==> src/rtl/riscv_pkg.sv <==
// Shared decode constants and state encoding for the memory stage.
// Latency: n/a (declarations only).
// Backpressure: n/a.
package riscv_pkg;

    // Load/store funct3 encodings.
    // Bits [1:0] give the access size and bit 2 marks an unsigned load.
    localparam logic [2:0] FUNCT3_LB  = 3'b000;
    localparam logic [2:0] FUNCT3_LH  = 3'b001;
    localparam logic [2:0] FUNCT3_LW  = 3'b010;
    localparam logic [2:0] FUNCT3_LBU = 3'b100;
    localparam logic [2:0] FUNCT3_LHU = 3'b101;
    localparam logic [2:0] FUNCT3_SB  = 3'b000;
    localparam logic [2:0] FUNCT3_SH  = 3'b001;
    localparam logic [2:0] FUNCT3_SW  = 3'b010;

    typedef enum logic [2:0] {
        ST_IDLE  = 3'd0,
        ST_ACC1  = 3'd1,
        ST_ACC2  = 3'd2,
        ST_DONE  = 3'd3,
        ST_DRAIN = 3'd4
    } mau_state_e;

    // A half access must be 2-byte aligned and a word access 4-byte aligned.
    // Any funct3 size other than byte or half is treated as a word.
    function automatic logic is_misaligned(input logic [2:0] funct3, input logic [1:0] addr_lo);
        logic mis;
        case (funct3[1:0])
            FUNCT3_LB[1:0]: mis = 1'b0;
            FUNCT3_LH[1:0]: mis = addr_lo[0];
            default:        mis = (addr_lo != 2'b00);
        endcase
        return mis;
    endfunction

endpackage

==> src/rtl/lsu_align.sv <==
// Per-lane byte-lane steering: byte enables, store replication, load extraction and extension.
// Latency: purely combinational, 0 cycles.
// Backpressure: none; this block only translates data.
// Ports:
//   funct3    : access size and sign
//   addr_lo   : low byte-address bits
//   wdata_in  : raw store data, with the significant bits at the LSBs
//   rdata_in  : raw memory word
//   be        : byte enables
//   wdata_rep : replicated store data
//   load_ext  : extended load value
module lsu_align
    import riscv_pkg::*;
(
    input  logic [2:0]  funct3,
    input  logic [1:0]  addr_lo,
    input  logic [31:0] wdata_in,
    input  logic [31:0] rdata_in,
    output logic [3:0]  be,
    output logic [31:0] wdata_rep,
    output logic [31:0] load_ext
);

    logic [31:0] shifted;

    always_comb begin
        be        = 4'b1111;
        wdata_rep = wdata_in;
        shifted   = rdata_in;
        load_ext  = rdata_in;
        case (funct3[1:0])
            FUNCT3_LB[1:0]: begin
                be        = 4'b0001 << addr_lo;
                wdata_rep = {4{wdata_in[7:0]}};
                shifted   = rdata_in >> {addr_lo, 3'b000};
                load_ext  = funct3[2] ? {24'h0, shifted[7:0]}
                                      : {{24{shifted[7]}}, shifted[7:0]};
            end
            FUNCT3_LH[1:0]: begin
                // Bit 0 of the address is ignored, so the access is forced onto a half boundary.
                be        = 4'b0011 << {addr_lo[1], 1'b0};
                wdata_rep = {2{wdata_in[15:0]}};
                shifted   = rdata_in >> {addr_lo[1], 4'b0000};
                load_ext  = funct3[2] ? {16'h0, shifted[15:0]}
                                      : {{16{shifted[15]}}, shifted[15:0]};
            end
            default: begin
                be        = 4'b1111;
                wdata_rep = wdata_in;
                shifted   = rdata_in;
                load_ext  = rdata_in;
            end
        endcase
    end

endmodule

==> src/rtl/memory_access_unit.sv <==
// Memory stage for a dual-issue pair. Serialises lane 1 then lane 2 onto one single-port data memory.
// Latency: stalls the pipe for 1 + (one cycle per lane access, stretched by dmem_ready); then DONE for one cycle.
// Backpressure: StallM holds the upstream pipe; each dmem request is held stable until dmem_ready.
// Optional feature macro: MISALIGN_TRAP_EN (adds MisalignM; misaligned lanes skip the memory access).
// Ports:
//   clk, rst                  : clock and asynchronous active-high reset
//   flush, ValidM             : pipeline control for the pair held in EX/MEM
//   MemReadMx/MemWriteMx      : load/store flags for lane x
//   Funct3Mx, ALUResultMx     : access size/sign and byte address for lane x
//   WriteDataMx               : store data for lane x
//   ReadDataMx                : registered, extended load result for lane x
//   StallM                    : stall request to fetch..EX/MEM and the MEM/WB enables
//   dmem_*                    : request/response interface to the data memory
//   MisalignM                 : per-lane misalignment flags (only with MISALIGN_TRAP_EN)
module memory_access_unit
    import riscv_pkg::*;
#(
    parameter int ADDR_W = 32
) (
    input  logic              clk,
    input  logic              rst,
    input  logic              flush,
    input  logic              ValidM,
    input  logic              MemReadM1,
    input  logic              MemReadM2,
    input  logic              MemWriteM1,
    input  logic              MemWriteM2,
    input  logic [2:0]        Funct3M1,
    input  logic [2:0]        Funct3M2,
    input  logic [31:0]       ALUResultM1,
    input  logic [31:0]       ALUResultM2,
    input  logic [31:0]       WriteDataM1,
    input  logic [31:0]       WriteDataM2,
    output logic [31:0]       ReadDataM1,
    output logic [31:0]       ReadDataM2,
    output logic              StallM,
    output logic              dmem_req,
    output logic              dmem_we,
    output logic [ADDR_W-1:0] dmem_addr,
    output logic [3:0]        dmem_be,
    output logic [31:0]       dmem_wdata,
`ifdef MISALIGN_TRAP_EN
    output logic [1:0]        MisalignM,
`endif
    input  logic              dmem_ready,
    input  logic [31:0]       dmem_rdata
);

    mau_state_e state_q, state_d;

    logic              op1, op2;
    logic              mis1, mis2;
    logic [ADDR_W-1:0] a1, a2;
    logic [3:0]        be1, be2;
    logic [31:0]       wrep1, wrep2;
    logic [31:0]       ext1, ext2;

    logic              issue1, issue2;
    logic              req_d, we_d;
    logic [ADDR_W-1:0] addr_d;
    logic [3:0]        be_d;
    logic [31:0]       wdata_d;
    logic [31:0]       rd1_d, rd2_d;

    assign op1 = MemReadM1 | MemWriteM1;
    assign op2 = MemReadM2 | MemWriteM2;
    assign a1  = ALUResultM1[ADDR_W-1:0];
    assign a2  = ALUResultM2[ADDR_W-1:0];

`ifdef MISALIGN_TRAP_EN
    assign mis1 = is_misaligned(Funct3M1, ALUResultM1[1:0]);
    assign mis2 = is_misaligned(Funct3M2, ALUResultM2[1:0]);
`else
    // Without trapping, low address bits are simply dropped by the size rule.
    assign mis1 = 1'b0;
    assign mis2 = 1'b0;
`endif

    lsu_align u_align1 (
        .funct3    (Funct3M1),
        .addr_lo   (ALUResultM1[1:0]),
        .wdata_in  (WriteDataM1),
        .rdata_in  (dmem_rdata),
        .be        (be1),
        .wdata_rep (wrep1),
        .load_ext  (ext1)
    );

    lsu_align u_align2 (
        .funct3    (Funct3M2),
        .addr_lo   (ALUResultM2[1:0]),
        .wdata_in  (WriteDataM2),
        .rdata_in  (dmem_rdata),
        .be        (be2),
        .wdata_rep (wrep2),
        .load_ext  (ext2)
    );

    // The stall is raised in IDLE as soon as a memory pair shows up, so EX/MEM
    // holds the pair while the lane accesses run from the registered request.
    always_comb begin
        StallM = 1'b0;
        case (state_q)
            ST_ACC1, ST_ACC2, ST_DRAIN: StallM = 1'b1;
            ST_IDLE:                    StallM = ValidM && (op1 || op2) && !flush;
            default:                    StallM = 1'b0;
        endcase
    end

    always_comb begin
        state_d = state_q;
        issue1  = 1'b0;
        issue2  = 1'b0;
        req_d   = dmem_req;
        we_d    = dmem_we;
        addr_d  = dmem_addr;
        be_d    = dmem_be;
        wdata_d = dmem_wdata;
        rd1_d   = ReadDataM1;
        rd2_d   = ReadDataM2;

        case (state_q)
            ST_IDLE: begin
                if (ValidM && !flush) begin
                    if (op1) begin
                        state_d = ST_ACC1;
                        issue1  = 1'b1;
                    end else if (op2) begin
                        state_d = ST_ACC2;
                        issue2  = 1'b1;
                    end
                end
            end
            ST_ACC1: begin
                // A misaligned lane never went to memory, so its step ends at once.
                if (mis1 || dmem_ready) begin
                    req_d = 1'b0;
                    if (!flush) begin
                        if (mis1)
                            rd1_d = 32'h0;
                        else if (MemReadM1)
                            rd1_d = ext1;
                    end
                    if (flush) begin
                        state_d = ST_IDLE;
                    end else if (op2) begin
                        state_d = ST_ACC2;
                        issue2  = 1'b1;
                    end else begin
                        state_d = ST_DONE;
                    end
                end else if (flush) begin
                    state_d = ST_DRAIN;
                end
            end
            ST_ACC2: begin
                if (mis2 || dmem_ready) begin
                    req_d = 1'b0;
                    if (!flush) begin
                        if (mis2)
                            rd2_d = 32'h0;
                        else if (MemReadM2)
                            rd2_d = ext2;
                    end
                    state_d = flush ? ST_IDLE : ST_DONE;
                end else if (flush) begin
                    state_d = ST_DRAIN;
                end
            end
            ST_DONE: begin
                state_d = ST_IDLE;
            end
            ST_DRAIN: begin
                // The request already in flight must still complete, since a store may commit.
                // Its read data is thrown away.
                if (dmem_ready || !dmem_req) begin
                    req_d   = 1'b0;
                    state_d = ST_IDLE;
                end
            end
            default: begin
                state_d = ST_IDLE;
                req_d   = 1'b0;
            end
        endcase

        if (issue1) begin
            req_d   = !mis1;
            we_d    = MemWriteM1;
            addr_d  = {a1[ADDR_W-1:2], 2'b00};
            be_d    = be1;
            wdata_d = MemWriteM1 ? wrep1 : 32'h0;
        end else if (issue2) begin
            req_d   = !mis2;
            we_d    = MemWriteM2;
            addr_d  = {a2[ADDR_W-1:2], 2'b00};
            be_d    = be2;
            wdata_d = MemWriteM2 ? wrep2 : 32'h0;
        end
    end

    always_ff @(posedge clk or posedge rst) begin
        if (rst) begin
            state_q    <= ST_IDLE;
            dmem_req   <= 1'b0;
            dmem_we    <= 1'b0;
            dmem_addr  <= '0;
            dmem_be    <= 4'b0000;
            dmem_wdata <= 32'h0;
            ReadDataM1 <= 32'h0;
            ReadDataM2 <= 32'h0;
        end else begin
            state_q    <= state_d;
            dmem_req   <= req_d;
            dmem_we    <= we_d;
            dmem_addr  <= addr_d;
            dmem_be    <= be_d;
            dmem_wdata <= wdata_d;
            ReadDataM1 <= rd1_d;
            ReadDataM2 <= rd2_d;
        end
    end

`ifdef MISALIGN_TRAP_EN
    logic [1:0] mis_q;

    // The flags stay set through DONE so that writeback can see them, and are cleared on return to IDLE.
    always_ff @(posedge clk or posedge rst) begin
        if (rst) begin
            mis_q <= 2'b00;
        end else if (state_d == ST_IDLE) begin
            mis_q <= 2'b00;
        end else begin
            if (state_q == ST_ACC1 && mis1 && !flush)
                mis_q[0] <= 1'b1;
            if (state_q == ST_ACC2 && mis2 && !flush)
                mis_q[1] <= 1'b1;
        end
    end

    assign MisalignM = mis_q;
`endif

endmodule

==> config.mk <==
export PLATFORM = sky130hd
export DESIGN_NAME = memory_access_unit
export DESIGN_NICKNAME = d
export VERILOG_FILES = /design/src/rtl/riscv_pkg.sv /design/src/rtl/lsu_align.sv /design/src/rtl/memory_access_unit.sv
export SDC_FILE = /design/constraint.sdc
export NUM_CORES = 1
export LEC_CHECK = 0
export CORE_MARGIN = 2
export CORE_UTILIZATION = 40
export CTS_BUF_LIST = sky130_fd_sc_hd__clkbuf_16
export CTS_CLUSTER_SIZE = 30
export DETAILED_ROUTE_END_ITERATION = 10
export PLACE_DENSITY = 0.73
export REMOVE_ABC_BUFFERS = 1
export SLEW_MARGIN = 20
export SYNTH_ARGS = -nofsm -noshare
export SYNTH_HDL_FRONTEND = slang
export SYNTH_SLANG_ARGS = --single-unit
==> constraint.sdc <==
create_clock -name clk -period 5.8 [get_ports clk]
set_input_delay 1.16 -clock clk [delete_from_list [all_inputs] [get_ports clk]]
set_output_delay 1.16 -clock clk [all_outputs]
set_load 0.005 [all_outputs]
---- Word level (Yosys, flattened, before mapping) ----
Index checks and enable logic that the tools add are counted.
word-level totals
  output and inout port bits .............. 135
  flip-flop bits (word level) ............. 137
  word-level logic and storage cells ...... 95
operators by class
  bitwise logic cells ..................... 3
  shifts and indexed selects .............. 8
  reduce and logical (&&, ||, !) cells .... 18
  muxes and demuxes ....................... 46
  equal/unequal tests ..................... 12
operators by type and width
  cell                                                               number
  32-bit two-way mux                                                 10
  32-bit one-hot mux with 2 select lines                             4
  32-bit by 5-bit right shift with 16-bit output                     2
  32-bit by 5-bit right shift with 8-bit output                      2
  3-bit two-way mux                                                  7
  4-bit one-hot mux with 2 select lines                              2
  1-bit two-way mux                                                  15
  3-bit one-hot mux with 4 select lines                              1
  4-bit two-way mux                                                  2
  4-bit AND reduction                                                2
  1-bit by 2-bit left shift with 4-bit output, first input constant  2
  2-bit by 2-bit left shift with 4-bit output, first input constant  2
  3-bit by 2-bit == test with 1-bit output, second input constant    2
  3-bit AND reduction                                                2
  2-bit by 1-bit == test with 1-bit output, second input constant    2
  2-bit zero test                                                    2
  2-bit two-way mux                                                  2
  2-bit != test, second input constant                               2
  4-bit by 1-bit != test with 1-bit output, second input constant    1
  4-bit != test, second input constant                               1
  1-bit one-hot mux with 2 select lines                              2
  2-bit OR reduction                                                 2
  3-bit by 1-bit == test with 1-bit output, second input constant    1
  3-bit == test, second input constant                               1
  11 further kinds                                                   16

---- Logic depth before layout (Yosys ltp) ----
Gate-level depths: netlist (run 1).
  depth after elaboration ................. 7
  mapped depth ............................ 7
  gate-level depth less buffers ........... 4

---- By module ----
Synthesis (run 1) repeated with hierarchy kept, for this count alone.
second synthesis, totals
  cells, all modules ...................... 748
  area, all modules ....................... 8,585.7 sq um
modules (own cells, without submodules)
  module              area each (sq um)  sequential area each (sq um)  cells an instance  times used
  memory_access_unit  6,003.3            3,378.2                       406                1
  lsu_align           1,291.2            0.0                           171                2

---- Worst setup path after synthesis (run 1) ----
No wires, ideal clock.
  path type ............................... in2out
  start point ............................. input flush
  end point ............................... output StallM
  buffers on the path ..................... 0
  path slack .............................. 2.839 ns
  stages .................................. 3
  required time ........................... 4.640 ns
  data arrival time ....................... 1.801 ns
  path through ............................ nand2b_1 -> a21o_1 -> a221oi_1
between the ends
  longest elaborated chain between the ends .. 3
ends and longest elaborated chain
  element                                line                       text
  from (decl)                            memory_access_unit.sv:22   input logic flush,
  1-bit zero test                        n/a
  1-bit logical AND                      memory_access_unit.sv:105  ST_IDLE: StallM = ValidM && (op1 || op2) && !flush;
  1-bit one-hot mux with 2 select lines  memory_access_unit.sv:103  case (state_q)
  to (decl)                              memory_access_unit.sv:36   output logic StallM,
Every way passes these cells.

---- Worst setup path in the final report (run 1) ----
  start point ............................. input MemWriteM1
  end point ............................... output StallM
between the ends
  longest elaborated chain between the ends .. 5
ends and longest elaborated chain
  element                                line                       text
  from (decl)                            memory_access_unit.sv:26   input logic MemWriteM1,
  1-bit bitwise OR                       memory_access_unit.sv:65   assign op1 = MemReadM1 | MemWriteM1;
  1-bit logical OR                       memory_access_unit.sv:105
  1-bit logical AND (2 in a row)         memory_access_unit.sv:105
  1-bit one-hot mux with 2 select lines  memory_access_unit.sv:103
Every way passes these cells.

==> results of run 1 <==
state kept, by name, summed over array words and instances, names as in the netlist:
name / count
dmem_addr: 30
dmem_req: 1
ReadDataM1: 32
dmem_be: 4
ReadDataM2: 32
dmem_wdata: 32
dmem_we: 1
state_q: 3
cells in the final DEF, fill, tap and decap left out, types with 8 or more instances in the layout:
cell type	netlist	routed
clkdlybuf4s50_1	0	305
dfrtp_1	135	135
mux2_2	130	130
nand2_1	98	98
mux2i_1	44	44
o21ai_0	37	37
nor2_1	36	36
a21oi_1	36	36
a22o_1	30	30
clkbuf_16	0	17
o211ai_1	16	16
a221oi_1	15	15
a222oi_1	14	14
o22ai_1	12	12
nor2b_1	8	8
buf_4	2	8
synth_stat cells, drive strengths merged (2+ instances only):
master,count
a222oi,14
dfrtp,135
nor3b,2
nand3b,2
and2,3
o31ai,3
nor2,38
o31a,2
nand2,98
nor2b,8
a22o,30
a21oi,36
or2,3
buf,26
o21bai,2
a21o,4
and3b,2
o21ai,38
o21a,2
inv,8
clkbuf,38
mux2,130
o22ai,12
mux4,2
mux2i,44
nand3,3
nand2b,3
a211oi,2
nor3,4
o211ai,17
a221oi,15
report_power, final:
| group | switching [W] | leakage [nW] | total, W | internal [W] |
|---|---|---|---|---|
| Sequential | 0.000261 | 1.68 | 0.00163 | 0.00137 |
| Combinational | 0.000703 | 2.84 | 0.00196 | 0.00126 |
| Clock | 0.000427 | 0.300 | 0.00118 | 0.000757 |
| Total | 0.00139 | 4.82 | 0.00478 | 0.00339 |
critical path, cell delays in order:
cell,delay (ps)
clkdlybuf4s50_1,800
nor2_1,190
a21o_1,240
a221oi_1,260
clkdlybuf4s50_1,550
area by class of cell:
class | count | area, µm²
Multi-Input combinational cell | 532 | 4020
Tap cell | 234 | 293
Inverter | 8 | 35.0
Timing Repair Buffer | 315 | 3120
Fill cell | 1608 | 7280
Clock inverter | 14 | 208
Sequential cell | 135 | 3380
Clock buffer | 17 | 425
cells by family after synthesis:
kind of cell | after synthesis
buf+inv | 72
other cells | 1
simple gates | 173
xor+xnor | 1
compound gates | 180
flops | 135
mux | 176
metal layers:
layer  GRT usage (%)  vias to the layer above  routed length (µm)
li1                -                     3254                   -
met1            33.0                     3478               11000
met2            42.2                      347               12800
met3            7.58                       55                2300
met4            9.12                        0                 628
met5               0                        -                   0
worst min path at each step:
stage                                            end  slack, ps  cells after the start
after CTS                  ReadDataM1[1]$_DFFE_PP0P_        480                      2
after global routing      ReadDataM1[11]$_DFFE_PP0P_        510                      2
after global placement    ReadDataM1[10]$_DFFE_PP0P_        460                      2
after detailed placement   ReadDataM1[1]$_DFFE_PP0P_        470                      2
after floorplan            ReadDataM1[0]$_DFFE_PP0P_        470                      2
final                      ReadDataM1[1]$_DFFE_PP0P_        470                      2
metrics by stage:
| stage | total power, W | utilization [%] | setup slack [ps] | instances | hold WS, ps |
|---|---|---|---|---|---|
| after floorplan | 0.00236 | - | 1030 | 675 | 473 |
| after global placement | 0.00358 | 57.8 | 1430 | 1224 | 460 |
| after detailed placement | 0.00362 | 57.8 | 1450 | 1224 | 469 |
| after CTS | 0.00482 | 61.2 | 1450 | 1255 | 482 |
| after global routing | 0.00505 | 61.2 | 1350 | 1255 | 507 |
| final | 0.00478 | 61.2 | 1440 | 1255 | 475 |
==> results by group, run 1 <==
Worst setup path
  – R2r setup slk: 3170 ps
  – CP endpoint: StallM
  – Crit. End Element: output port
  – Crit-path max FO: 12
  – RR Startpoint: state_q[1]$_DFFE_PP0P_
  – Req. time, crit path: 4640 ps
  – Crit Reg-Reg Endpoint: dmem_wdata[31]$_DFFE_PP0P_
  – Worst Setup SP: MemWriteM1
  – Worst reg2reg path depth: 4
  – CP Launch Type: input pin
  – Worst EP arrival: 3200 ps
  – Crit Path Class: in2out

Die
  – Core Region: 0.0188 mm²
  – Initial Utilization: about two fifths
  – Die area: 0.0204 mm²
  – Io pins: 310
  – Die Wd: 143 µm
  – Floorplan row count: 50
  – Die H: 143 µm

Place
  – Gpl congestion: 0.834
  – Input/output buffers: a little over 300
  – Hpwl dp: 18600 µm
  – Post-DP Area: 0.0109 mm²

Synthesis
  – Post-synth EDFFs: 0
  – Adder-cell share of the synthesized area: 0%
  – Synth Area in XOR/XNOR: 0.114%
  – Area contributors post-synth: dfrtp_1 (44%), mux2_2 (19%), mux2i_1 (5.7%)
  – Primary FF master, synth: dfrtp_1
  – Synth cell types: 53
  – Compound-cell area share of the yosys netlist: 16.5%
  – Post-synth ARST share: 100%
  – Synthesis warning total: 0
  – Mapped Cells: 738
  – Synth Register Bits: 135
  – Simple-gate share of the synthesized area: 10.0%
  – Mean Syn Cell Area: about 10 µm²
  – Largest family of logic cells by synthesized area: multiplexers
  – Mapped cell area: 0.00769 mm²
  – Cell taking the most area after synthesis: dfrtp_1
  – Sequential area share after synthesis: 43.9%
  – Mux cell area share after synthesis: 25.3%
  – Top-area cell type share of the netlist area: 43.9%

Final layout
  – Area Overhead vs Synth: 49.3%
  – Antenna Cells: 0
  – Fraction of layout cells with a size suffix above 1: approximately 18%
  – Final #Nets: 1184
  – Post-route design area: 0.0115 mm²

Flow run
  – Max-cap viol count: 0

Timing
  – Slew margin rel.: just under 30%
  – Worst Skew: 7.62 ps
  – Least-Margin Pin Slew: 1060 ps
  – Final period util: 75.1%
  – Fmax: 230 MHz
  – Max-slew violation count: 0
  – RSZ-0062 raised after global routing: false
  – Final Hold Fails: 0
  – Final setup viols: 0
  – Min Tclk post-route: approximately 4400 ps
  – Sum of negative setup slack: 0 ps

Global routing
  – Final global-route overflow total: 0
  – Largest net degree at the start of global routing: 101
  – Initial antenna violation count: 0
  – Global-route wire length before repair: 40300 µm
  – Vias in the first global route: 7048
  – Gr usage total: 25.9%

Clock network
  – Maximum buffer depth of the clock tree: 2
  – H-tree levels: 4
  – Clk pin slew, worst setup/hold paths: about 60 ps
  – Hold_buf cts: 0
  – Root Buffer: clkbuf_16
  – TritonCTS Buffers: 17
  – Clk sinks: 135
  – CTS tree: built
  – Post-CTS Setup Bufs: 0
  – Clock Latency Late Sink: 410 ps
  – Post-CTS Resized: 0

Pwr
  – Pwr dens: 416 mW/mm²
  – Leakage: between 4 and 5 nW
  – Worst VDD drop: 199 µV

Detailed routing
  – TritonRoute pass-1 iters: 6
  – Via count: 7134
  – Iter 0 DRT Violations: 540
  – Drt via density: 5.68
  – Detailed Route WL: 26700 µm
  – WL per Instance: ~21 µm
  – # DRC: 0
  – ANT nets after route: 0

Status
  – Run status: complete, no violations

Worst hold path
  – Worst Hold Launch: ReadDataM1[1]$_DFFE_PP0P_
  – Hold Path Class: reg2reg
No activity file was read; power rests on OpenSTA's default activity.
==> run 2, diff against run 1 <==
PLACE_DENSITY = 0.76   (was 0.73)
clock period = 4 ns   (was 5.8 ns; I/O delays follow)
==> results by group, run 2 (same netlist as run 1, synthesis figures left out) <==
Timing
  – Final period util: a little over four fifths
  – Final Hold Fails: 0 (unchanged)
  – WHS: 480 ps (+5.63 ps)
  – Least-Margin Pin Slew: 895 ps (-168 ps)
  – Final setup viols: 0 (unchanged)
  – Slew margin rel.: 40.2% (+11 points)
  – Min Tclk post-route: roughly 3400 ps
  – RSZ-0062 raised after global routing: false
  – Max-slew violation count: 0 (unchanged)
  – Worst Skew: 9.76 ps (+2.14 ps)
  – PnR worst setup slack: 630 ps (-814 ps)
  – Fmax: 297 MHz

Final layout
  – Area of the multi-input gates: 0.00402 mm² (unchanged)
  – Most frequent cells in the layout: clkdlybuf4s50_1 (305), dfrtp_1 (135), mux2_2 (130)
  – Register area: 0.00338 mm² (unchanged)
  – Fillers: 1592 (-1.0%)
  – Fraction of layout cells with a size suffix above 1: 19.2% (+0.95 points)
  – Core Util, Final: 61.8% (+0.56 points)
  – Area Overhead vs Synth: 50.6%
  – Final #Nets: 1196 (+1.0%)
  – Antenna Cells: 0 (unchanged)
  – Top Registers: ReadDataM1 x32, ReadDataM2 x32, dmem_wdata x32
  – Commonest non-fill, non-tap cell in the layout: clkdlybuf4s50_1
  – Post-route design area: 0.0116 mm² (+0.92%)

Global routing
  – Gr usage total: 26.2% (+0.30 points)
  – Initial antenna violation count: 0 (unchanged)
  – Largest net degree at the start of global routing: 81 (-20%)
  – Global-route wire length before repair: 40900 µm (+1.4%)
  – Final global-route overflow total: 0 (unchanged)
  – Vias in the first global route: 7108 (+0.85%)

Worst setup path
  – R2r setup slk: 1600 ps (-1570 ps)
  – Top cell by count, worst path: clkdlybuf4s50_1
  – Crit Path Class: in2out
  – Crit. End Element: output port
  – Slowest cell on the critical path: clkdlybuf4s50_1
  – CP Launch Type: input pin
  – Largest stage delay, worst path: 550 ps (-250 ps)
  – Worst path cell trace: clkdlybuf4s50_1, nand2b_1, a21o_1, a221oi_1, clkdlybuf4s50_1
  – Crit-path max FO: 8 (-4)
  – Req. time, crit path: 3200 ps (-1440 ps)
  – Worst EP arrival: 2570 ps (-630 ps)

Die
  – Io pins: 310 (unchanged)
  – Floorplan row count: 50 (unchanged)
  – Die H: 143 µm (unchanged)
  – Die area: 0.0204 mm² (unchanged)
  – Initial Utilization: 41.0% (unchanged)
  – Die Wd: 143 µm (unchanged)
  – Core Region: 0.0188 mm² (unchanged)

Clock network
  – Clk pin slew, worst setup/hold paths: 60 ps (about the same)
  – H-tree levels: 4 (unchanged)
  – Post-CTS Setup Bufs: 0 (unchanged)
  – Hold_buf cts: 0 (unchanged)
  – CTS tree: built
  – Root Buffer: clkbuf_16
  – Clock Latency Late Sink: 430 ps (+20 ps)
  – Clk sinks: 135 (unchanged)
  – TritonCTS Buffers: 17 (unchanged)
  – Maximum buffer depth of the clock tree: 2 (unchanged)
  – Post-CTS Resized: 0 (unchanged)

Place
  – Input/output buffers: 307 (unchanged)
  – Hpwl dp: 19400 µm (+4.2%)
  – Post-DP Area: 0.0110 mm² (+1.1%)
  – Gpl congestion: 0.853 (+2.3%)
  – Pre-CTS setup slack: 634 ps (-819 ps)

Detailed routing
  – Iter 0 DRT Violations: 531 (-1.7%)
  – Drt via density: 5.64 (-0.70%)
  – ANT nets after route: 0 (unchanged)
  – WL per Instance: 21.3 µm (-0.13%)
  – Via count: 7152 (+0.25%)
  – Detailed Route WL: 27000 µm (+0.83%)
  – TritonRoute pass-1 iters: 8 (+2)
  – # DRC: 0 (unchanged)

Pwr
  – Leakage: 4.89 nW (+1.3%)
  – Pwr dens: 600 mW/mm² (+44%)
  – Worst VDD drop: 340 µV (+71%)

Worst hold path
  – Hold Path Class: reg2reg

Status
  – Run status: complete, no violations

Flow run
  – Max-cap viol count: 0 (unchanged)
## run 2: routing by layer
metal	vias to the layer above	global-route usage (%)	wire length (µm)
met1	3480	32.5	10700
met4	0	8.60	514
met5	-	0	0
met2	356	44.0	13200
met3	38	7.75	2520
li1	3278	-	-
## run 2: worst max-delay path: cells and delay by family
family | cells | cell delay (ps)
buffers and inverters | 2 | 1060
AOI/OAI and AO/OA | 2 | 450
and+or+nand+nor | 1 | 260
## run 2: stage by stage
| stage | std cells | TNS (ps) | power (W) |
|---|---|---|---|
| 2_1_floorplan | 675 | -59720 | 0.00342 |
| 3_3_place_gp | 1236 | 0 | 0.00520 |
| 3_5_place_dp | 1236 | 0 | 0.00528 |
| 4_1_cts | 1267 | 0 | 0.00702 |
| 5_1_grt | 1267 | 0 | 0.00735 |
| 6_report | 1267 | 0 | 0.00696 |
## run 2: final cells by class
type	instances	share of cell area, %
Clock inverter	14	1.71
Clock buffer	17	3.67
Tap cell	234	2.53
Inverter	8	0.302
Multi-Input combinational cell	532	34.7
Timing Repair Buffer	327	27.9
Sequential cell	135	29.1
## run 2: final timing paths
path | from | endpoint | cells after the start
worst max-delay path | flush | StallM | 5
worst min-delay path | ReadDataM1[1]$_DFFE_PP0P_ | ReadDataM1[1]$_DFFE_PP0P_ | 2
worst max register to register | state_q[1]$_DFFE_PP0P_ | dmem_addr[9]$_DFFE_PP0P_ | 5
worst min register to register | ReadDataM1[1]$_DFFE_PP0P_ | ReadDataM1[1]$_DFFE_PP0P_ | 2
max in group asynchronous | rst | ReadDataM2[8]$_DFFE_PP0P_ | 3
min in group asynchronous | rst | dmem_addr[8]$_DFFE_PP0P_ | 2
## run 2: where the power goes
group | switching (W) | internal [W] | total (W)
Sequential | 0.000389 | 0.00199 | 0.00238
Clock | 0.000664 | 0.00105 | 0.00171
Combinational | 0.00102 | 0.00185 | 0.00287
